[src/rtl/seg7_pkg.sv]
// Shared constants for the seven-segment capture path: segment patterns (active-low,
// a is MSB) and the capture FSM state type.
package seg7_pkg;

  localparam logic [6:0] SEG_0 = 7'b0000001;
  localparam logic [6:0] SEG_1 = 7'b1001111;
  localparam logic [6:0] SEG_2 = 7'b0010010;
  localparam logic [6:0] SEG_3 = 7'b0000110;
  localparam logic [6:0] SEG_4 = 7'b1001100;
  localparam logic [6:0] SEG_5 = 7'b0100100;
  localparam logic [6:0] SEG_6 = 7'b0100000;
  localparam logic [6:0] SEG_7 = 7'b0001111;
  localparam logic [6:0] SEG_8 = 7'b0000000;
  localparam logic [6:0] SEG_9 = 7'b0000100;
  localparam logic [6:0] SEG_A = 7'b0001000;
  localparam logic [6:0] SEG_B = 7'b1100000;
  localparam logic [6:0] SEG_C = 7'b0110001;
  localparam logic [6:0] SEG_D = 7'b1000010;
  localparam logic [6:0] SEG_E = 7'b0110000;
  localparam logic [6:0] SEG_F = 7'b0111000;

  localparam logic [6:0] SEG_BLANK = 7'b1111111;

  typedef enum logic [1:0] {
    ST_IDLE    = 2'd0,
    ST_SETTLE  = 2'd1,
    ST_CAPTURE = 2'd2,
    ST_HOLD    = 2'd3
  } state_e;

endpackage

[src/rtl/seg7_decode.sv]
// Inverse seven-segment decode: active-low segment pattern back to a hex nibble,
// flagging the all-off blank pattern separately from illegal patterns.
module seg7_decode
  import seg7_pkg::*;
(
  input  logic [6:0] seg_n,
  output logic       legal,
  output logic       blank,
  output logic [3:0] val
);

  always_comb begin
    legal = 1'b1;
    blank = 1'b0;
    val   = 4'h0;
    case (seg_n)
      SEG_0:     val = 4'h0;
      SEG_1:     val = 4'h1;
      SEG_2:     val = 4'h2;
      SEG_3:     val = 4'h3;
      SEG_4:     val = 4'h4;
      SEG_5:     val = 4'h5;
      SEG_6:     val = 4'h6;
      SEG_7:     val = 4'h7;
      SEG_8:     val = 4'h8;
      SEG_9:     val = 4'h9;
      SEG_A:     val = 4'hA;
      SEG_B:     val = 4'hB;
      SEG_C:     val = 4'hC;
      SEG_D:     val = 4'hD;
      SEG_E:     val = 4'hE;
      SEG_F:     val = 4'hF;
      SEG_BLANK: begin
        legal = 1'b0;
        blank = 1'b1;
      end
      default:   legal = 1'b0;
    endcase
  end

endmodule

[src/rtl/seg7_scan_capture.sv]
// Captures digits from a multiplexed active-low seven-segment bus once each digit has
// been stable for STABLE_CYCLES samples, storing them in a per-digit register file.
//   state   | meaning
//   IDLE    | no single anode active; waiting for one
//   SETTLE  | counting identical samples of the snapshot
//   CAPTURE | decode snapshot, update register file / pulses
//   HOLD    | snapshot already captured; wait for the bus to change
module seg7_scan_capture
  import seg7_pkg::*;
#(
  parameter  int DIGITS        = 8,
  parameter  int STABLE_CYCLES = 4,
  localparam int IW            = (DIGITS > 1) ? $clog2(DIGITS) : 1
) (
  input  logic                   clk,
  input  logic                   rst,
  input  logic [6:0]             seg_n,
  input  logic [DIGITS-1:0]      an_n,
  input  logic                   clear,
  output logic [DIGITS-1:0][3:0] digits,
  output logic [DIGITS-1:0]      digit_valid,
  output logic                   upd,
  output logic [IW-1:0]          upd_idx,
  output logic [3:0]             upd_val,
  output logic                   err,
  output logic [IW-1:0]          err_idx
);

  localparam int                SW      = DIGITS + 7;
  localparam logic [7:0]        CNT_MAX = 8'(STABLE_CYCLES);
  localparam logic [DIGITS-1:0] ONE_D   = 1;

  logic [SW-1:0]            sync1_q, sync1_d, sync2_q, sync2_d, snap_q, snap_d;
  state_e                   state_q, state_d;
  logic [7:0]               cnt_q, cnt_d, cnt_inc;
  logic [DIGITS-1:0][3:0]   digits_q, digits_d;
  logic [DIGITS-1:0]        valid_q, valid_d;
  logic                     upd_q, upd_d, err_q, err_d;
  logic [IW-1:0]            upd_idx_q, upd_idx_d, err_idx_q, err_idx_d;
  logic [3:0]               upd_val_q, upd_val_d;

  logic [DIGITS-1:0]        s_low;
  logic                     s_single;
  logic [IW-1:0]            snap_idx;
  logic                     dec_legal, dec_blank;
  logic [3:0]               dec_val;

  always_comb begin
    sync1_d = {an_n, seg_n};
    sync2_d = sync1_q;
  end

  // Exactly one anode low: nonzero and a power of two.
  always_comb begin
    s_low    = ~sync2_q[SW-1:7];
    s_single = (s_low != '0) && ((s_low & (s_low - ONE_D)) == '0);
  end

  always_comb begin
    snap_idx = '0;
    for (int i = 0; i < DIGITS; i++) begin
      if (!snap_q[7+i]) snap_idx = IW'(i);
    end
  end

  seg7_decode u_decode (
    .seg_n (snap_q[6:0]),
    .legal (dec_legal),
    .blank (dec_blank),
    .val   (dec_val)
  );

  always_comb begin
    state_d = state_q;
    snap_d  = snap_q;
    cnt_d   = cnt_q;
    cnt_inc = (cnt_q >= CNT_MAX) ? cnt_q : cnt_q + 8'd1;
    case (state_q)
      ST_SETTLE: begin
        if (sync2_q == snap_q) begin
          cnt_d = cnt_inc;
          if (cnt_inc >= CNT_MAX) state_d = ST_CAPTURE;
        end else if (s_single) begin
          snap_d = sync2_q;
          cnt_d  = 8'd1;
        end else begin
          state_d = ST_IDLE;
          cnt_d   = 8'd0;
        end
      end
      ST_CAPTURE: state_d = ST_HOLD;
      ST_IDLE, ST_HOLD: begin
        if (state_q == ST_IDLE || sync2_q != snap_q) begin
          if (s_single) begin
            snap_d  = sync2_q;
            cnt_d   = 8'd1;
            state_d = ST_SETTLE;
          end else begin
            state_d = ST_IDLE;
            cnt_d   = 8'd0;
          end
        end
      end
      default: state_d = ST_IDLE;
    endcase
  end

  // clear overrides a capture landing in the same cycle, pulses included.
  always_comb begin
    digits_d  = digits_q;
    valid_d   = valid_q;
    upd_d     = 1'b0;
    err_d     = 1'b0;
    upd_idx_d = upd_idx_q;
    upd_val_d = upd_val_q;
    err_idx_d = err_idx_q;
    if (clear) begin
      digits_d = '0;
      valid_d  = '0;
    end else if (state_q == ST_CAPTURE) begin
      if (dec_legal) begin
        digits_d[snap_idx] = dec_val;
        valid_d[snap_idx]  = 1'b1;
        upd_d              = 1'b1;
        upd_idx_d          = snap_idx;
        upd_val_d          = dec_val;
      end else begin
        valid_d[snap_idx] = 1'b0;
        if (!dec_blank) begin
          err_d     = 1'b1;
          err_idx_d = snap_idx;
        end
      end
    end
  end

  always_ff @(posedge clk or posedge rst) begin
    if (rst) begin
      sync1_q   <= '1;
      sync2_q   <= '1;
      snap_q    <= '1;
      state_q   <= ST_IDLE;
      cnt_q     <= 8'd0;
      digits_q  <= '0;
      valid_q   <= '0;
      upd_q     <= 1'b0;
      err_q     <= 1'b0;
      upd_idx_q <= '0;
      upd_val_q <= 4'h0;
      err_idx_q <= '0;
    end else begin
      sync1_q   <= sync1_d;
      sync2_q   <= sync2_d;
      snap_q    <= snap_d;
      state_q   <= state_d;
      cnt_q     <= cnt_d;
      digits_q  <= digits_d;
      valid_q   <= valid_d;
      upd_q     <= upd_d;
      err_q     <= err_d;
      upd_idx_q <= upd_idx_d;
      upd_val_q <= upd_val_d;
      err_idx_q <= err_idx_d;
    end
  end

  assign digits      = digits_q;
  assign digit_valid = valid_q;
  assign upd         = upd_q;
  assign err         = err_q;
  assign upd_idx     = upd_idx_q;
  assign upd_val     = upd_val_q;
  assign err_idx     = err_idx_q;

endmodule

[config.mk]
export PLATFORM = sky130hd
export DESIGN_NAME = seg7_scan_capture
export DESIGN_NICKNAME = d
export VERILOG_FILES = /design/src/rtl/seg7_pkg.sv /design/src/rtl/seg7_decode.sv /design/src/rtl/seg7_scan_capture.sv
export SDC_FILE = /design/constraint.sdc
export NUM_CORES = 1
export LEC_CHECK = 0
export CAP_MARGIN = 15
export CORE_MARGIN = 2
export CORE_UTILIZATION = 35
export DETAILED_ROUTE_END_ITERATION = 7
export SLEW_MARGIN = 20
export SYNTH_ARGS = -nofsm -noshare
export SYNTH_HDL_FRONTEND = slang
export SYNTH_SLANG_ARGS = --single-unit
[constraint.sdc]
create_clock -name clk -period 3.6 [get_ports clk]
set_clock_uncertainty 0.15 [all_clocks]
set_input_delay 0.72 -clock clk [delete_from_list [all_inputs] [get_ports clk]]
set_output_delay 0.72 -clock clk [all_outputs]
set_load 0.1 [all_outputs]
==> out/qor.json, run 1 <==
{
  "status": {
    "outcome": "finished clean"
  },
  "floorplan": {
    "core-area_um2": 13200,
    "floorplan.die_area_um2": 14400,
    "start_util": 0.357,
    "design.portCount": 70,
    "floorplan.die.width_um": 120,
    "die_height_um": 120,
    "std_cell_rows": 42
  },
  "synth": {
    "post-synth-top-area-fraction": 0.330,
    "synth_top_flop_cell": "sky130_fd_sc_hd__dfrtp_1",
    "post_synth_main_area_contributors": "sky130_fd_sc_hd__dfrtp_1 33%, sky130_fd_sc_hd__dfstp_2 25%, sky130_fd_sc_hd__a22o_1 6.0%, sky130_fd_sc_hd__xor2_1 3.0%, sky130_fd_sc_hd__mux2_1 2.4%",
    "muxShareOfSynthArea": 0.0590,
    "synthesis.area_um2": 4700,
    "async_flop_share": 1.00,
    "synth_edf_count": 0,
    "syn_avg_cell_area_um2": 12.4,
    "postSynthNetCount": 402,
    "yosysTopAreaCell": "sky130_fd_sc_hd__dfrtp_1",
    "synthDistinctLibCells": 68,
    "synth_compound_gate_area_share": 0.156,
    "synthesis.yosys.warnings": 0,
    "synth_xor_xnor_area_share": 0.0335,
    "synth_seq_cells": 107,
    "synth_seq_area_share": 0.581,
    "syn_inst": 379,
    "post_synth_fa_ha_maj_area_fraction": 0.0154,
    "combinational_family_with_the_most_area_after_synthesis": "compound AO/OA/AOI/OAI gates",
    "synth_simple_gate_area_frac": 0.116
  },
  "sta": {
    "min_period_ps": 2820,
    "max_slew.worst_pin.slew_ps": 983,
    "slew_violations": 0,
    "setup_violations": 0,
    "timing.final.hold_violations": 0,
    "setup_repair_after_global_routing_missed_its_margin": "false",
    "fmax_ghz": 0.354,
    "finalSetupTns_ps": 0,
    "slew-limit-headroom": 0.342,
    "period_share": 0.784
  },
  "drt": {
    "drt-pass1-iter-count": 4,
    "routed_wire_length_per_instance_um": 15.3,
    "drt-total-wl_um": 9640,
    "drt_drc_violations_left": 0,
    "detail_route.iter0.violations": 243,
    "vias_per_cell": 5.04,
    "final_antenna_net_count": 0,
    "vias": 3168
  },
  "worst_hold_path": {
    "hold_path.class": "reg -> reg"
  },
  "final_layout": {
    "drive_gt1_frac": 0.254,
    "flow.area_growth_from_synthesis_pct": 24.0,
    "number_of_diodes_added_for_antenna_fixing": 0,
    "final_core_util": 0.442,
    "finish.net_count": 471,
    "fillers": 1196
  },
  "worst_setup_path": {
    "criticalPathCategory": "reg -> reg",
    "slowest_stage": "sky130_fd_sc_hd__or2_1",
    "critical_path.startpoint_type": "flip-flop",
    "cp_cell_instances": "and2_1, o2111ai_1, o311ai_1, or2_1, a31oi_2, a22o_1",
    "critPathMaxStageDelay_ps": 740,
    "data_required_critical_path_ps": 3680,
    "arrival_ps": 2900,
    "critical_path.endpoint_type": "flip-flop",
    "critPathTopFamily": "simple AND/OR/NAND/NOR gates",
    "crit_fanout": 18,
    "worstPathBufferInverterCount": 0
  },
  "global_routing": {
    "antenna_found_initial": 0,
    "via_count_of_the_first_global_routing_pass": 3017,
    "grt_start_max_net_pins": 39,
    "groute.usage.overall": 0.140,
    "grt_pass1_wl_um": 15800,
    "globalRoute.totalOverflow": 0
  },
  "cts": {
    "cts_made_buffers": 9,
    "number_of_h_tree_branching_levels": 3,
    "clock_tree.root_cell": "sky130_fd_sc_hd__clkbuf_16",
    "cts_hold_buffers": 0,
    "post_cts_resized": 0,
    "tritoncts": "built",
    "clk-insertion-delay-late_ps": 340,
    "clk_pin_slew_worst_paths_ps": 60,
    "clk_sink_count": 107,
    "cts-root-to-sink-buffers": 2,
    "cts.repair_timing.setup_buffer_count": 0
  },
  "power_and_ir_drop": {
    "p_leak_nw": 2.48,
    "vdd_drop_max_uv": 312,
    "pwr_total_mw": 4.28,
    "power.density_nw_per_um2": 734
  },
  "placement": {
    "portBuffers": 69,
    "place_hpwl_um": 6800,
    "gp_congestion": 0.797
  },
  "run": {
    "drv.max_cap_violation_count": 0
  }
}
path summary, 6_finish.rpt:
path	depth (start not counted)	from	to	slack (ps)
max in group asynchronous	3	rst	snap_q[10]	1940
worst max-delay path	6	snap_q[3]	digits[8]	780
min in group asynchronous	2	rst	sync2_q[7]	1060
worst min-delay path	0	sync1_q[13]	sync2_q[13]	200
worst max register to register	6	snap_q[3]	digits[8]	780
worst min register to register	0	sync1_q[13]	sync2_q[13]	200
kinds of logic after synthesis:
group,count (synthesis)
flip-flops,107
AND/OR/NAND/NOR,99
AO/OA/AOI/OAI,89
buffers and inverters,36
multiplexers,24
XOR/XNOR,18
adder cells (fa/ha/maj),6
Yosys cell counts, drive strengths merged (4+ instances only):
| cell type | n |
|---|---|
| ha | 5 |
| nor4 | 6 |
| nor2b | 5 |
| dfrtp | 62 |
| nor2 | 23 |
| mux2 | 21 |
| a21o | 4 |
| inv | 18 |
| a21oi | 16 |
| a31oi | 8 |
| o21ai | 7 |
| nor3 | 6 |
| dfstp | 45 |
| xor2 | 16 |
| a22o | 32 |
| nand3 | 9 |
| nand2 | 23 |
| buf | 14 |
worst register-to-register path, stage by stage, from the launching register on:
cell                        delay (ps)
sky130_fd_sc_hd__dfstp_2           700
sky130_fd_sc_hd__and2_1            250
sky130_fd_sc_hd__o2111ai_1         200
sky130_fd_sc_hd__o311ai_1          130
sky130_fd_sc_hd__or2_1             740
sky130_fd_sc_hd__a31oi_2           260
sky130_fd_sc_hd__a22o_1            280
power by group:
part	internal (mW)	leakage (nW)	switching (mW)	total, mW
Sequential	1.45	1.31	0.277	1.73
Clock	0.581	0.148	0.418	0.999
Combinational	0.485	1.02	1.07	1.56
Total	2.52	2.48	1.77	4.28
through the flow:
step / setup WS (ps) / std cells / cell area (um^2) / hold slack (ps)
2_1_floorplan: 1300 / 379 / 4710 / 195
3_3_place_gp: 814 / 613 / 5530 / 197
3_5_place_dp: 769 / 613 / 5530 / 197
4_1_cts: 761 / 629 / 5830 / 199
5_1_grt: 417 / 629 / 5830 / 204
6_report: 779 / 629 / 5830 / 200
layout by cell type (no fill, tap or decap), drive strengths merged, types with 4 or more instances in the layout:
| master | synthesis | routed |
|---|---|---|
| nand3 | 9 | 9 |
| dfstp | 45 | 45 |
| nor2 | 23 | 23 |
| inv | 18 | 18 |
| nand2 | 23 | 23 |
| nor4 | 6 | 6 |
| ha | 5 | 5 |
| a21o | 4 | 4 |
| xor2 | 16 | 16 |
| a21oi | 16 | 16 |
| a22o | 32 | 32 |
| dfrtp | 62 | 62 |
| nor3 | 6 | 6 |
| buf | 14 | 26 |
| a31oi | 8 | 8 |
| clkdlybuf4s50 | 0 | 49 |
| o21ai | 7 | 7 |
| nor2b | 5 | 5 |
| mux2 | 21 | 21 |
| clkbuf | 3 | 12 |
area by class of cell:
class | instances | area [um^2] | area share
flip-flops and latches | 107 | 2730 | 0.469
multi-input cells | 236 | 1790 | 0.306
repair buffers | 75 | 711 | 0.122
clock buffers | 12 | 258 | 0.0442
well taps | 176 | 220 | 0.0377
inverters | 19 | 75.1 | 0.0129
clock inverters | 4 | 48.8 | 0.00836
registers in the layout (all words and copies together) (netlist names):
signal       flops
digits          32
snap_q          15
sync1_q         15
sync2_q         15
cnt_q            8
digit_valid      8
upd_val          4
err_idx          3
upd_idx          3
state_q          2
err              1
upd              1
per-layer routing:
layer | global-route usage | wire length [um] | vias to the layer above
met5 | 0 | 0 | -
li1 | - | - | 1516
met2 | 0.205 | 4190 | 97
met4 | 0.0449 | 130 | 0
met3 | 0.0366 | 536 | 9
met1 | 0.201 | 4780 | 1546
Note: power is estimated with default switching activity, not from simulation.
==> run 2, diff against run 1 <==
==> constraint.sdc (replaced) <==
create_clock -name clk -period 2.85 [get_ports clk]
set_clock_uncertainty 0.15 [all_clocks]
set_input_delay 0.57 -clock clk [delete_from_list [all_inputs] [get_ports clk]]
set_output_delay 0.57 -clock clk [all_outputs]
set_load 0.1 [all_outputs]
==> run 2 against run 1 <==
Flip-flop and latch count stayed put; register-to-register slack worse by 550 ps; critical path depth is 1 lower; worst hold slack better by 1.6 ps; design area is 0.36% lower; non-clock buffer count is 8 higher; setup slack worse by 550 ps; via count is 1.3% higher; critical path type unchanged; critical endpoint is now snap_q[9]; largest power group is now combinational cells.
==> out/qor.json, run 2 (synthesized netlist as in run 1, its figures left out) <==
{
  "drt": {
    "vias_per_cell": 5.04,
    "drt-pass1-iter-count": 5,
    "detail_route.iter0.violations": 191,
    "routed_wire_length_per_instance_um": 15.2,
    "drt_drc_violations_left": 0,
    "drt-total-wl_um": 9680,
    "vias": 3209,
    "final_antenna_net_count": 0
  },
  "placement": {
    "postPlaceCellArea_um2": 5510,
    "place_hpwl_um": 6770,
    "gp_congestion": 0.775,
    "portBuffers": 69,
    "dp_worst_setup_slack_ps": 200
  },
  "power_and_ir_drop": {
    "pwr_total_mw": 5.49,
    "vdd_drop_max_uv": 415,
    "power.density_nw_per_um2": 945,
    "p_leak_nw": 2.57
  },
  "cts": {
    "post_cts_resized": 0,
    "tritoncts": "built",
    "cts_made_buffers": 9,
    "clk-insertion-delay-late_ps": 340,
    "clk_sink_count": 107,
    "cts_hold_buffers": 0,
    "number_of_h_tree_branching_levels": 3,
    "cts.repair_timing.setup_buffer_count": 0,
    "clock_tree.root_cell": "sky130_fd_sc_hd__clkbuf_16",
    "clk_pin_slew_worst_paths_ps": 70,
    "cts-root-to-sink-buffers": 2
  },
  "floorplan": {
    "die_height_um": 120,
    "design.portCount": 70,
    "std_cell_rows": 42,
    "start_util": 0.357,
    "floorplan.die.width_um": 120,
    "core-area_um2": 13200,
    "floorplan.die_area_um2": 14400
  },
  "final_layout": {
    "flow.area_growth_from_synthesis_pct": 23.6,
    "flip_flop_count_of_the_largest_register_all_copies_and_words_added": 32,
    "number_of_diodes_added_for_antenna_fixing": 0,
    "final_core_util": 0.441,
    "postLayoutCellArea_um2": 5810,
    "fillers": 1239,
    "finish.net_count": 479,
    "most-common-layout-cells": "64 x sky130_fd_sc_hd__buf_4, 62 x sky130_fd_sc_hd__dfrtp_1, 45 x sky130_fd_sc_hd__dfstp_2, 32 x sky130_fd_sc_hd__a22o_1, 22 x sky130_fd_sc_hd__nand2_1",
    "drive_gt1_frac": 0.336,
    "layout.cells.most_common": "sky130_fd_sc_hd__buf_4"
  },
  "worst_setup_path": {
    "criticalPathCategory": "reg -> reg",
    "critPathMaxStageDelay_ps": 770,
    "cp_cell_instances": "xor2_1, nor4_1, and4_1, a221oi_4, mux2_2",
    "data_required_critical_path_ps": 2970,
    "crit_fanout": 15,
    "critical_path.endpoint_type": "flip-flop",
    "critical_path.startpoint_type": "flip-flop",
    "slowest_stage": "sky130_fd_sc_hd__a221oi_4",
    "arrival_ps": 2740
  },
  "run": {
    "drv.max_cap_violation_count": 0
  },
  "global_routing": {
    "groute.usage.overall": 0.143,
    "grt_pass1_wl_um": 16300,
    "globalRoute.totalOverflow": 0,
    "grt_start_max_net_pins": 108,
    "antenna_found_initial": 0,
    "via_count_of_the_first_global_routing_pass": 3151
  },
  "sta": {
    "setup_repair_after_global_routing_missed_its_margin": "false",
    "setup_violations": 0,
    "max_slew.worst_pin.slew_ps": 847,
    "fmax_ghz": 0.381,
    "finalSetupTns_ps": 0,
    "timing.final.hold_violations": 0,
    "slew-limit-headroom": 0.435,
    "fin_ws_ps": 228,
    "min_period_ps": 2620,
    "period_share": 0.920,
    "slew_violations": 0
  },
  "status": {
    "outcome": "finished clean"
  },
  "worst_hold_path": {
    "hold_path.class": "reg -> reg"
  }
}
==> run 2: cell count changes in the layout (fill, tap and decap cells not counted) <==
cell	previous run	this run
sky130_fd_sc_hd__clkdlybuf4s50_1	49	17
sky130_fd_sc_hd__buf_4	24	64
sky130_fd_sc_hd__clkbuf_16	10	9
sky130_fd_sc_hd__inv_4	1	0
sky130_fd_sc_hd__clkinv_2	1	0
sky130_fd_sc_hd__clkbuf_8	0	2
sky130_fd_sc_hd__clkbuf_1	2	1
sky130_fd_sc_hd__clkinvlp_4	2	3
sky130_fd_sc_hd__clkinv_1	1	2
==> run 2: final cells by class <==
| cell class | count | area (um^2) | area share |
|---|---|---|---|
| tap | 176 | 220 | 0.0379 |
| clock inverter | 4 | 48.8 | 0.00839 |
| inverter | 19 | 75.1 | 0.0129 |
| clock buffer | 12 | 256 | 0.0441 |
| sequential | 107 | 2730 | 0.470 |
| timing repair buffer | 83 | 691 | 0.119 |
| multi-input combinational | 236 | 1790 | 0.308 |
==> run 2: per-stage QoR <==
| stage | instances | hold slack [ps] |
|---|---|---|
| after floorplan | 379 | 195 |
| after global placement | 621 | 196 |
| after detailed placement | 621 | 197 |
| after CTS | 637 | 201 |
| after global routing | 637 | 208 |
| final | 637 | 202 |
==> run 2: where the power goes <==
part / switching (mW) / leakage, nW / internal, mW
clock: 0.519 / 0.142 / 0.726
sequential: 0.252 / 1.31 / 1.83
combinational: 1.47 / 1.12 / 0.696
total: 2.24 / 2.57 / 3.25
==> run 2: critical path: cells and delay by family, from the launching register on <==
family / cells / cell delay [ps]
and+or+nand+nor: 2 / 380
xor gates and xnor gates: 1 / 170
muxes: 1 / 410
AOI/OAI and AO/OA: 1 / 770
DFF: 1 / 670
==> run 2: final timing paths <==
path                             start           to  slack, ps  cells past startpoint
max in group asynchronous          rst   err_idx[1]       1550                      3
max                          snap_q[6]    snap_q[9]        230                      5
min reg2reg                sync1_q[13]  sync2_q[13]        200                      0
min                        sync1_q[13]  sync2_q[13]        200                      0
max reg2reg                  snap_q[6]    snap_q[9]        230                      5
min in group asynchronous          rst     cnt_q[7]        590                      3
==> run 2: routing by layer <==
layer,share of wire,track usage,routed length [um]
met4,0.012,0.0441,120
met2,0.46,0.216,4460
met1,0.47,0.199,4590
met5,0,0,0
met3,0.052,0.0385,505
